## config.mk

```make
export PLATFORM = sky130hd
export DESIGN_NAME = pipe_if_stage
export DESIGN_NICKNAME = d
export VERILOG_FILES = /design/src/rtl/pipe_if_stage.sv
export SDC_FILE = /design/constraint.sdc
export NUM_CORES = 1
export LEC_CHECK = 0
export ABC_AREA = 0
export BUFFER_PORTS_ARGS = -buffer_cell sky130_fd_sc_hd__buf_4
export CAP_MARGIN = 20
export CORE_MARGIN = 2
export CORE_UTILIZATION = 54
export DETAILED_ROUTE_END_ITERATION = 8
export PLACE_DENSITY = 0.88
export RECOVER_POWER = 100
export SYNTH_ARGS = -nofsm -noshare
export SYNTH_HDL_FRONTEND = slang
export SYNTH_SLANG_ARGS = --single-unit
```

## constraint.sdc

```tcl
create_clock -name clock -period 7.4 [get_ports clock]
set_input_delay 1.48 -clock clock [delete_from_list [all_inputs] [get_ports clock]]
set_output_delay 1.48 -clock clock [all_outputs]
set_load 0.02 [all_outputs]
```

## src/rtl/pipe_if_stage.sv

```systemverilog
// Instruction fetch + IF/ID register: PC select, wait-state imem, delay-slot-safe redirect (IF_PERF_EN adds counters).
// Latency: one edge from a ready fetch to inst/dpc4; imem_addr is the PC register itself.
// Backpressure: wpcir=0 freezes everything; imem_ready=0 injects NOP bubbles and parks taken redirects in REDIR.
module pipe_if_stage #(
    parameter logic [31:0] RESET_PC = 32'h0000_0000,
    parameter logic [31:0] NOP      = 32'h0000_0000
) (
    input  logic        clock,
    input  logic        resetn,
    input  logic [1:0]  pcsource,
    input  logic [31:0] bpc,
    input  logic [31:0] jpc,
    input  logic [31:0] da,
    input  logic        wpcir,
    output logic [31:0] imem_addr,
    input  logic [31:0] imem_rdata,
    input  logic        imem_ready,
    output logic [31:0] pc,
    output logic [31:0] dpc4,
    output logic [31:0] inst,
    output logic        redir_pend
`ifdef IF_PERF_EN
    ,
    output logic [31:0] perf_fetch,
    output logic [31:0] perf_bubble
`endif
);

    typedef enum logic {RUN, REDIR} state_t;

    state_t      state, state_nx;
    logic [31:0] pend_pc, pend_nx;
    logic [31:0] pc_nx, dpc4_nx, inst_nx;
    logic [31:0] pc4, target;
    logic        fetch_ev, bubble_ev;

    assign pc4        = pc + 32'd4;
    assign imem_addr  = pc;
    assign redir_pend = (state == REDIR);

    always_comb begin
        unique case (pcsource)
            2'b00:   target = pc4;
            2'b01:   target = bpc;
            2'b10:   target = da;
            default: target = jpc;
        endcase
    end

    always_comb begin
        state_nx  = state;
        pend_nx   = pend_pc;
        pc_nx     = pc;
        dpc4_nx   = dpc4;
        inst_nx   = inst;
        fetch_ev  = 1'b0;
        bubble_ev = 1'b0;
        if (wpcir) begin
            dpc4_nx = pc4;
            if (imem_ready) begin
                fetch_ev = 1'b1;
                inst_nx  = imem_rdata;
                if (state == REDIR) begin
                    pc_nx    = pend_pc;
                    state_nx = RUN;
                end else begin
                    pc_nx = target;
                end
            end else begin
                // The branch leaves ID on this edge; remember its target until the delay slot lands.
                bubble_ev = 1'b1;
                inst_nx   = NOP;
                if (state == RUN && pcsource != 2'b00) begin
                    pend_nx  = target;
                    state_nx = REDIR;
                end
            end
        end
    end

    always_ff @(posedge clock or negedge resetn) begin
        if (!resetn) begin
            state   <= RUN;
            pend_pc <= 32'd0;
            pc      <= RESET_PC;
            dpc4    <= 32'd0;
            inst    <= NOP;
        end else begin
            state   <= state_nx;
            pend_pc <= pend_nx;
            pc      <= pc_nx;
            dpc4    <= dpc4_nx;
            inst    <= inst_nx;
        end
    end

`ifdef IF_PERF_EN
    always_ff @(posedge clock or negedge resetn) begin
        if (!resetn) begin
            perf_fetch  <= 32'd0;
            perf_bubble <= 32'd0;
        end else begin
            if (fetch_ev)  perf_fetch  <= perf_fetch + 32'd1;
            if (bubble_ev) perf_bubble <= perf_bubble + 32'd1;
        end
    end
`endif

endmodule

```

# --- Word-level counts from Yosys, hierarchy flattened ---
# Index checks and enable logic that the tools add are counted.
totals:
  word_cells: 22
  in_bits: 134
  reg_bits: 129
op_classes:
  n_bitwise: 2
  add_sub_neg: 1
  reduce_logical: 7
  eq_ne: 2
  muxes: 5
op_table:
  columns: ["operator", "count"]
  rows:
  - ["$pmux W32 S3", 1]
  - ["$mux W32", 2]
  - ["$add A32 B3 Y32 const B", 1]
  - ["$reduce_and A2 Y1", 2]
  - ["$reduce_bool A2 Y1", 2]
  - ["$reduce_and A3 Y1", 1]
  - ["$eq A2 B1 Y1 const B", 1]
  - ["$eq A2 B2 Y1 const B", 1]
  - ["$logic_not A2 Y1", 1]
  - ["$mux W1", 2]
  - ["$not A1 Y1", 2]
  - ["$logic_and A1 B1 Y1", 1]

# --- Depth between registers and ports, before layout ---
# Gate-level depths: netlist of the first run.
depth:
  word_depth: 4
  mapped_depth: 7
  ltp_nobuf: 6

# --- Least setup slack after synthesis of the first run ---
# Ideal clock, no wire load.
synth_timing:
  kind: "input-to-reg"
  startpoint: "in pcsource[0]"
  endpoint: "reg pend_pc[9]"
  arrival_ps: 2905
  cell_stages: 6
  slack_ps: 4358
  setup_time_ps: 137
  path_cell_list: "clkbuf_1 > buf_1 > mux2_2 > a22oi_1 > o21a_1 > o21ai_0"
synth_via:
  elab_chain_len: 3
  word_cells_on_any_way: 7
  classes_between: "eq/ne (2); mux (1); reduce/logical (4)"
synth_lines:
  columns: ["item", "line", "rtl"]
  rows:
  - ["start, declared", "10", "input logic [1:0] pcsource,"]
  - ["branches (longest 3 deep; another with $pmux W32 S3)", null, null]
  - ["end signal, assigned", "90", "pend_pc <= pend_nx;"]
  - ["end, declared", "32", "logic [31:0] pend_pc, pend_nx;"]
# Several ways; the timed one is not identified.
# A chain may end at the register's enable or synchronous reset.

# --- Worst setup path after layout of the first run ---
layout_timing:
  startpoint: "in wpcir"
  endpoint: "reg pend_pc[3]"
layout_via:
  elab_chain_len: 1
layout_lines:
  columns: ["item", "line", "rtl"]
  rows:
  - ["start, declared", "14", "input logic wpcir,"]
  - ["$reduce_and A3 Y1 (no source line)", null, null]
# Every way passes these cells.

==> metrics.txt, run 1 <==
# TYPE chip_impl_metric gauge
chip_impl_info{name="run_status",value="finished, violations left"} 1
chip_impl_info{name="violated_checks",value="capacitance limit, slew limit"} 1
chip_impl_metric{name="final_cell_count_no_fill",unit=""} 1119
chip_impl_info{name="worstSetupEndpointType",value="flop"} 1
chip_impl_metric{name="drv_slew",unit=""} 141
chip_impl_metric{name="clkTransAtPathRegs",unit="ns"} 0.06
chip_impl_metric{name="first_global_vias",unit=""} 6477
chip_impl_info{name="criticalPathCategory",value="in -> reg"} 1
chip_impl_metric{name="clockBufferDepth",unit=""} 2
chip_impl_metric{name="cp.arrival",unit="ns"} 4.72
chip_impl_metric{name="avgViaCountPerCell",unit=""} 5.87
chip_impl_metric{name="synthesis.area",unit="mm^2"} 0.00690
chip_impl_metric{name="drive_gt1_frac",unit=""} 0.233
chip_impl_metric{name="syn-num-nets",unit=""} 868
chip_impl_metric{name="numClockSinks",unit=""} 129
chip_impl_metric{name="grt_start_max_net_pins",unit=""} 88
chip_impl_info{name="yosys-top-cells-area",value="sky130_fd_sc_hd__dfrtp_1 47%, sky130_fd_sc_hd__o21ai_0 6.0%, sky130_fd_sc_hd__mux2_2 4.9%, sky130_fd_sc_hd__buf_4 3.7%, sky130_fd_sc_hd__nand3_1 3.2%"} 1
chip_impl_metric{name="worst-r2r-cell-count",unit=""} 3
chip_impl_metric{name="finalWeightedCongestion",unit=""} 0.905
chip_impl_metric{name="post_synth.cell_area_avg",unit="um^2"} 9.41
chip_impl_info{name="synth_largest_area_cell",value="sky130_fd_sc_hd__dfrtp_1"} 1
chip_impl_metric{name="setup.reg_to_reg.worst_slack",unit="ns"} 4.43
chip_impl_metric{name="grt_usage",unit=""} 0.314
chip_impl_metric{name="dr.pass1.iters",unit=""} 5
chip_impl_metric{name="clock_h_tree_levels",unit=""} 4
chip_impl_metric{name="power.static_leakage",unit="nW"} 3.86
chip_impl_info{name="regToRegEndpoint",value="pend_pc[3]"} 1
chip_impl_metric{name="power.density_cell_area",unit="mW/mm^2"} 297
chip_impl_metric{name="nets",unit=""} 1069
chip_impl_metric{name="critical_path_required",unit="ns"} 7.70
chip_impl_info{name="top_usage_layer",value="met2"} 1
chip_impl_metric{name="total_power",unit="mW"} 2.61
chip_impl_metric{name="drc",unit=""} 0
chip_impl_info{name="netlist_top_cells_count",value="129 x sky130_fd_sc_hd__dfrtp_1, 83 x sky130_fd_sc_hd__o21ai_0, 54 x sky130_fd_sc_hd__nand2_1"} 1
chip_impl_metric{name="clk-insertion-delay-late",unit="ns"} 0.42
chip_impl_metric{name="detail-route-antenna-nets",unit=""} 0
chip_impl_metric{name="synth_seq_area_share",unit=""} 0.468
chip_impl_metric{name="area.growth.synth_to_final",unit="%"} 27.7
chip_impl_metric{name="period_needed",unit="ns"} 4.42
chip_impl_metric{name="achievable-frequency",unit="MHz"} 226
chip_impl_metric{name="die_outline_area",unit="mm^2"} 0.0137
chip_impl_metric{name="final_min_period_over_clock_period",unit=""} 0.597
chip_impl_metric{name="cts-buffers-inserted",unit=""} 17
chip_impl_metric{name="wl_per_cell",unit="um"} 19.1
chip_impl_metric{name="timing.setup.tns",unit="ns"} 0
chip_impl_metric{name="whs",unit="ns"} 0.474
chip_impl_metric{name="met1_usage",unit=""} 0.397
chip_impl_metric{name="use_met2",unit=""} 0.523
chip_impl_metric{name="start_util",unit=""} 0.549
chip_impl_metric{name="ir_drop",unit="V"} 0.000147
chip_impl_metric{name="fp.dieW",unit="um"} 117
chip_impl_metric{name="portBuffers",unit=""} 262
chip_impl_metric{name="postCtsHoldBufs",unit=""} 0
chip_impl_metric{name="grt_overflow",unit=""} 0
chip_impl_metric{name="syn-instance-count",unit=""} 733
chip_impl_metric{name="postCtsSetupRepairBufs",unit=""} 0
chip_impl_metric{name="critical_path.max_fanout",unit=""} 56
chip_impl_metric{name="hold_violations",unit=""} 0
chip_impl_metric{name="relSlewSlack",unit=""} -0.631
chip_impl_metric{name="drv.max_cap_violation_count",unit=""} 3
chip_impl_info{name="synthFlopType",value="sky130_fd_sc_hd__dfrtp_1"} 1
chip_impl_metric{name="first_pass_grt_wire_length",unit="mm"} 32.8
chip_impl_metric{name="asyncSetResetFlopFracSynth",unit=""} 1.00
chip_impl_metric{name="floorplan.die.height",unit="um"} 117
chip_impl_metric{name="pin_count",unit=""} 263
chip_impl_metric{name="numPlacedInstances",unit=""} 1086
chip_impl_metric{name="yosysWarnings",unit=""} 0
chip_impl_metric{name="yosysTopAreaCellShare",unit=""} 0.468
chip_impl_metric{name="synth-edff-count",unit=""} 0
chip_impl_metric{name="n_antenna_cell",unit=""} 0
chip_impl_info{name="crit_path_start",value="wpcir"} 1
chip_impl_metric{name="setup_ws",unit="ns"} 2.98
chip_impl_metric{name="initial_antenna_violation_count",unit=""} 0
chip_impl_info{name="r2r_start",value="redir_pend"} 1
chip_impl_metric{name="synth_cell_type_count",unit=""} 56
chip_impl_info{name="ctsRootBufferMaster",value="sky130_fd_sc_hd__clkbuf_16"} 1
chip_impl_info{name="worst_setup_path_start_kind",value="input port"} 1
chip_impl_info{name="most_frequently_used_cell_type_in_the_post_synthesis_netlist",value="sky130_fd_sc_hd__dfrtp_1"} 1
chip_impl_metric{name="finalInstanceArea",unit="mm^2"} 0.00881
chip_impl_metric{name="skew",unit="ns"} 0.00722
chip_impl_metric{name="dp_hpwl",unit="mm"} 14.7
chip_impl_metric{name="via_count",unit=""} 6568
chip_impl_metric{name="timing_worst_slew_pin_value",unit="ns"} 2.45
chip_impl_metric{name="drt_initial_violations",unit=""} 609
chip_impl_metric{name="pre_cts_ws",unit="ns"} 3.37
chip_impl_metric{name="synth-seq-cells",unit=""} 129
chip_impl_info{name="cp-endpoint",value="pend_pc[3]"} 1
chip_impl_metric{name="post_cts.resized_instances",unit=""} 0
chip_impl_metric{name="use_met3",unit=""} 0.0803
chip_impl_metric{name="place_area",unit="mm^2"} 0.00866
chip_impl_metric{name="fin_util",unit=""} 0.701
chip_impl_metric{name="placeableCoreArea",unit="mm^2"} 0.0126
chip_impl_metric{name="final-setup-viol-count",unit=""} 0
chip_impl_info{name="min_path_type",value="reg -> reg"} 1
chip_impl_info{name="tritoncts",value="built"} 1
chip_impl_metric{name="finalWirelength",unit="mm"} 21.4
chip_impl_metric{name="std_cell_rows",unit=""} 41
chip_impl_info{name="rsz_0062_raised_after_global_routing",value="no"} 1
[final cells by class]
cell class	instances	area [um^2]
fillers	1063	3760
repair buffers	269	1530
inverters	43	161
clock buffers	18	439
multi-input cells	474	3040
flip-flops and latches	129	3230
clock inverters	14	189
well taps	172	215
[metal layers]
metal  part of all wire  up-vias  wire length [um]
met3               0.10       55              2130
met1               0.39     3133              8370
met2               0.48      404             10300
met4              0.025        0               537
li1                   -     2976                 -
met5                  0        -                 0
[worst max-delay path, stage by stage]
cell	delay, ns
sky130_fd_sc_hd__clkbuf_1	1.03
sky130_fd_sc_hd__inv_1	0.29
sky130_fd_sc_hd__or4_1	1.30
sky130_fd_sc_hd__mux2_2	0.57
[report_power, final]
| part | internal, mW | switching, mW |
|---|---|---|
| registers | 0.854 | 0.159 |
| clock network | 0.571 | 0.319 |
| logic | 0.255 | 0.457 |
| total | 1.68 | 0.935 |
[layout by cell type (no fill, tap or decap), drive strengths merged, types with 3 or more instances in the layout]
cell type / Yosys / routed
clkbuf: 45 / 151
buf: 42 / 136
dfrtp: 129 / 129
o21ai: 83 / 83
nand2: 54 / 54
nor2: 45 / 45
nand3: 44 / 44
a21oi: 43 / 43
inv: 42 / 42
mux2: 30 / 30
xnor2: 14 / 14
mux2i: 12 / 12
a22oi: 12 / 12
nand4: 12 / 12
nor3: 10 / 10
and3: 9 / 9
xor2: 9 / 9
nor4: 9 / 9
nand2b: 8 / 8
mux4: 8 / 8
clkinv: 1 / 8
o31ai: 6 / 6
a31oi: 5 / 5
a31o: 5 / 5
a32o: 4 / 4
o211ai: 4 / 4
a22o: 4 / 4
bufinv: 0 / 4
or4: 4 / 4
o311ai: 4 / 4
and4: 3 / 3
a21boi: 3 / 3
a221o: 3 / 3
or2: 3 / 3
a211o: 3 / 3
o21a: 3 / 3
clkinvlp: 0 / 3
and2: 3 / 3
[cell families after synthesis]
group,synth area share
AND/OR/NAND/NOR,0.150
AO/OA/AOI/OAI,0.168
buffers and inverters,0.0909
flip-flops,0.468
multiplexers,0.0925
XOR/XNOR,0.0292
adder cells (fa/ha/maj),0.00181
[worst min-delay path by stage]
stage	start	to	slack, ns	cells past startpoint
6_report	pend_pc[27]	pend_pc[27]	0.47	2
5_1_grt	pend_pc[8]	pend_pc[8]	0.50	1
4_1_cts	pend_pc[27]	pend_pc[27]	0.48	2
3_5_place_dp	pend_pc[27]	pend_pc[27]	0.46	2
3_3_place_gp	pend_pc[22]	pend_pc[22]	0.45	2
2_1_floorplan	pend_pc[13]	pend_pc[13]	0.44	2
[state kept, by name, summed over array words and instances (netlist names)]
name	cells
dpc4	32
imem_addr	32
inst	32
pend_pc	32
redir_pend	1
(Power assumes the default switching activity.)
==> inputs of run 2 (changes only) <==
CORE_UTILIZATION = 50   (was 54)
PLACE_DENSITY = 0.82   (was 0.88)
clock period = 4.52 ns   (was 7.4 ns; I/O delays follow)
==> metrics.txt, run 2 (same netlist as run 1, synthesis figures left out) <==
# TYPE chip_impl_metric gauge
chip_impl_info{name="run_status",value="finished, violations left"} 1
chip_impl_info{name="violated_checks",value="capacitance limit, slew limit"} 1
chip_impl_metric{name="first_global_vias",unit=""} 6150
chip_impl_metric{name="post_cts.resized_instances",unit=""} 0
chip_impl_metric{name="fp.dieW",unit="um"} 121
chip_impl_metric{name="final-setup-viol-count",unit=""} 0
chip_impl_info{name="tritoncts",value="built"} 1
chip_impl_metric{name="slowest_delay",unit="ns"} 0.97
chip_impl_metric{name="timing.setup.tns",unit="ns"} 0
chip_impl_metric{name="clk-insertion-delay-late",unit="ns"} 0.42
chip_impl_metric{name="critical_path_required",unit="ns"} 4.82
chip_impl_metric{name="dr.pass1.iters",unit=""} 5
chip_impl_info{name="ctsRootBufferMaster",value="sky130_fd_sc_hd__clkbuf_16"} 1
chip_impl_metric{name="relSlewSlack",unit=""} -0.832
chip_impl_metric{name="placeableCoreArea",unit="mm^2"} 0.0133
chip_impl_metric{name="crit_buf_inv",unit=""} 3
chip_impl_metric{name="power.density_cell_area",unit="mW/mm^2"} 475
chip_impl_metric{name="detail-route-antenna-nets",unit=""} 0
chip_impl_metric{name="pin_count",unit=""} 263
chip_impl_info{name="worstSetupEndpointType",value="flop"} 1
chip_impl_metric{name="drv.max_cap_violation_count",unit=""} 3
chip_impl_metric{name="avgViaCountPerCell",unit=""} 5.69
chip_impl_metric{name="finalWirelength",unit="mm"} 20.9
chip_impl_metric{name="nets",unit=""} 1070
chip_impl_metric{name="skew",unit="ns"} 0.00525
chip_impl_metric{name="die_outline_area",unit="mm^2"} 0.0148
chip_impl_metric{name="final_min_period_over_clock_period",unit=""} 0.779
chip_impl_metric{name="floorplan.die.height",unit="um"} 121
chip_impl_metric{name="area.growth.synth_to_final",unit="%"} 26.8
chip_impl_metric{name="timing_worst_slew_pin_value",unit="ns"} 2.75
chip_impl_metric{name="postCtsHoldBufs",unit=""} 0
chip_impl_metric{name="drc",unit=""} 0
chip_impl_info{name="final_cell_mix",value="135 x sky130_fd_sc_hd__buf_4, 132 x sky130_fd_sc_hd__clkbuf_1, 129 x sky130_fd_sc_hd__dfrtp_1"} 1
chip_impl_metric{name="drv_slew",unit=""} 218
chip_impl_info{name="min_path_type",value="reg -> reg"} 1
chip_impl_metric{name="clockBufferDepth",unit=""} 2
chip_impl_info{name="critical_path.slowest_cell",value="sky130_fd_sc_hd__clkbuf_1"} 1
chip_impl_metric{name="wl_per_cell",unit="um"} 18.6
chip_impl_metric{name="finalWeightedCongestion",unit=""} 0.823
chip_impl_metric{name="cts-buffers-inserted",unit=""} 17
chip_impl_metric{name="critical_path.max_fanout",unit=""} 20
chip_impl_metric{name="hold_violations",unit=""} 0
chip_impl_metric{name="place_area",unit="mm^2"} 0.00868
chip_impl_metric{name="grt_start_max_net_pins",unit=""} 110
chip_impl_metric{name="achievable-frequency",unit="MHz"} 284
chip_impl_metric{name="grt_usage",unit=""} 0.291
chip_impl_info{name="crit_path_cell_trace",value="buf_4, clkbuf_1, clkinv_1, mux4_2, mux2_2"} 1
chip_impl_metric{name="start_util",unit=""} 0.517
chip_impl_metric{name="initial_antenna_violation_count",unit=""} 0
chip_impl_info{name="worst_setup_path_start_kind",value="input port"} 1
chip_impl_metric{name="via_count",unit=""} 6401
chip_impl_metric{name="postCtsSetupRepairBufs",unit=""} 0
chip_impl_metric{name="first_pass_grt_wire_length",unit="mm"} 32.8
chip_impl_metric{name="std_cell_rows",unit=""} 42
chip_impl_metric{name="period_needed",unit="ns"} 3.52
chip_impl_metric{name="finalInstanceArea",unit="mm^2"} 0.00874
chip_impl_metric{name="n_antenna_cell",unit=""} 0
chip_impl_info{name="layout_commonest_cell",value="sky130_fd_sc_hd__buf_4"} 1
chip_impl_info{name="criticalPathCategory",value="in -> reg"} 1
chip_impl_info{name="rsz_0062_raised_after_global_routing",value="no"} 1
chip_impl_metric{name="clock_h_tree_levels",unit=""} 4
chip_impl_metric{name="drive_gt1_frac",unit=""} 0.230
chip_impl_info{name="worst_path_dominant_cell_family",value="buffers and inverters"} 1
chip_impl_metric{name="drt_initial_violations",unit=""} 575
chip_impl_metric{name="ir_drop",unit="V"} 0.000271
chip_impl_metric{name="dp_hpwl",unit="mm"} 14.8
chip_impl_metric{name="portBuffers",unit=""} 262
chip_impl_metric{name="clkTransAtPathRegs",unit="ns"} 0.06
chip_impl_metric{name="grt_overflow",unit=""} 0
chip_impl_metric{name="cp.arrival",unit="ns"} 3.82
chip_impl_metric{name="numClockSinks",unit=""} 129
chip_impl_metric{name="power.static_leakage",unit="nW"} 3.83
## run 2: cell count changes in the layout (fill, tap and decap cells not counted), moves of 2 or more
cell / previous run / this run
sky130_fd_sc_hd__clkinv_4: 3 / 0
sky130_fd_sc_hd__nand4_2: 2 / 0
sky130_fd_sc_hd__bufinv_16: 4 / 2
sky130_fd_sc_hd__or4_1: 1 / 3
sky130_fd_sc_hd__clkbuf_8: 1 / 4
sky130_fd_sc_hd__clkinv_2: 4 / 7
sky130_fd_sc_hd__clkbuf_2: 0 / 3
sky130_fd_sc_hd__nand4_1: 10 / 12
sky130_fd_sc_hd__or4_4: 3 / 1
## run 2: metal layers
layer  track usage  up-vias  wire length, um
li1              -     2970                -
met1         0.370     3044             8350
met2         0.467      347             9890
met3        0.0804       40             2110
met4         0.124        0              575
met5             0        -                0
## run 2: through the flow
stage | worst slack [ns] | std cells | util | total power [mW] | hold WS (ns)
2_1_floorplan | 2.00 | 733 | - | 2.46 | 0.441
3_3_place_gp | 1.45 | 1092 | 0.651 | 2.98 | 0.453
3_5_place_dp | 1.41 | 1092 | 0.651 | 3.02 | 0.463
4_1_cts | 1.76 | 1124 | 0.695 | 4.38 | 0.475
5_1_grt | 0.828 | 1124 | 0.655 | 4.37 | 0.500
6_report | 0.998 | 1124 | 0.655 | 4.16 | 0.472
## run 2: where the power goes
part | internal [mW] | switching (mW) | leakage [nW]
combinational | 0.415 | 0.734 | 1.95
sequential | 1.40 | 0.256 | 1.59
clock | 0.862 | 0.491 | 0.294
## run 2: worst paths after layout
path	slack [ns]	to	cells past startpoint	start
hold / removal	0.47	pend_pc[26]	2	pend_pc[26]
min in group asynchronous	1.34	imem_addr[10]	1	resetn
max in group asynchronous	1.57	pend_pc[23]	1	resetn
setup reg to reg	1.53	imem_addr[12]	5	redir_pend
hold reg to reg	0.47	pend_pc[26]	2	pend_pc[26]
setup / recovery	1.0	pend_pc[4]	5	pcsource[0]
## run 2: cell type report
| class | instances | area [um^2] |
|---|---|---|
| inverters | 43 | 161 |
| repair buffers | 270 | 1520 |
| well taps | 176 | 220 |
| clock inverters | 11 | 110 |
| multi-input cells | 474 | 3020 |
| clock buffers | 21 | 480 |
| flip-flops and latches | 129 | 3230 |
| fillers | 1247 | 4600 |
## run 2: worst register-to-register path, delay by kind of cell (launching register included)
kind                   cells  cell delay, ns
buffers and inverters      2            1.51
AND/OR/NAND/NOR            2            0.66
flip-flops                 1            0.55
AO/OA/AOI/OAI              1            0.16
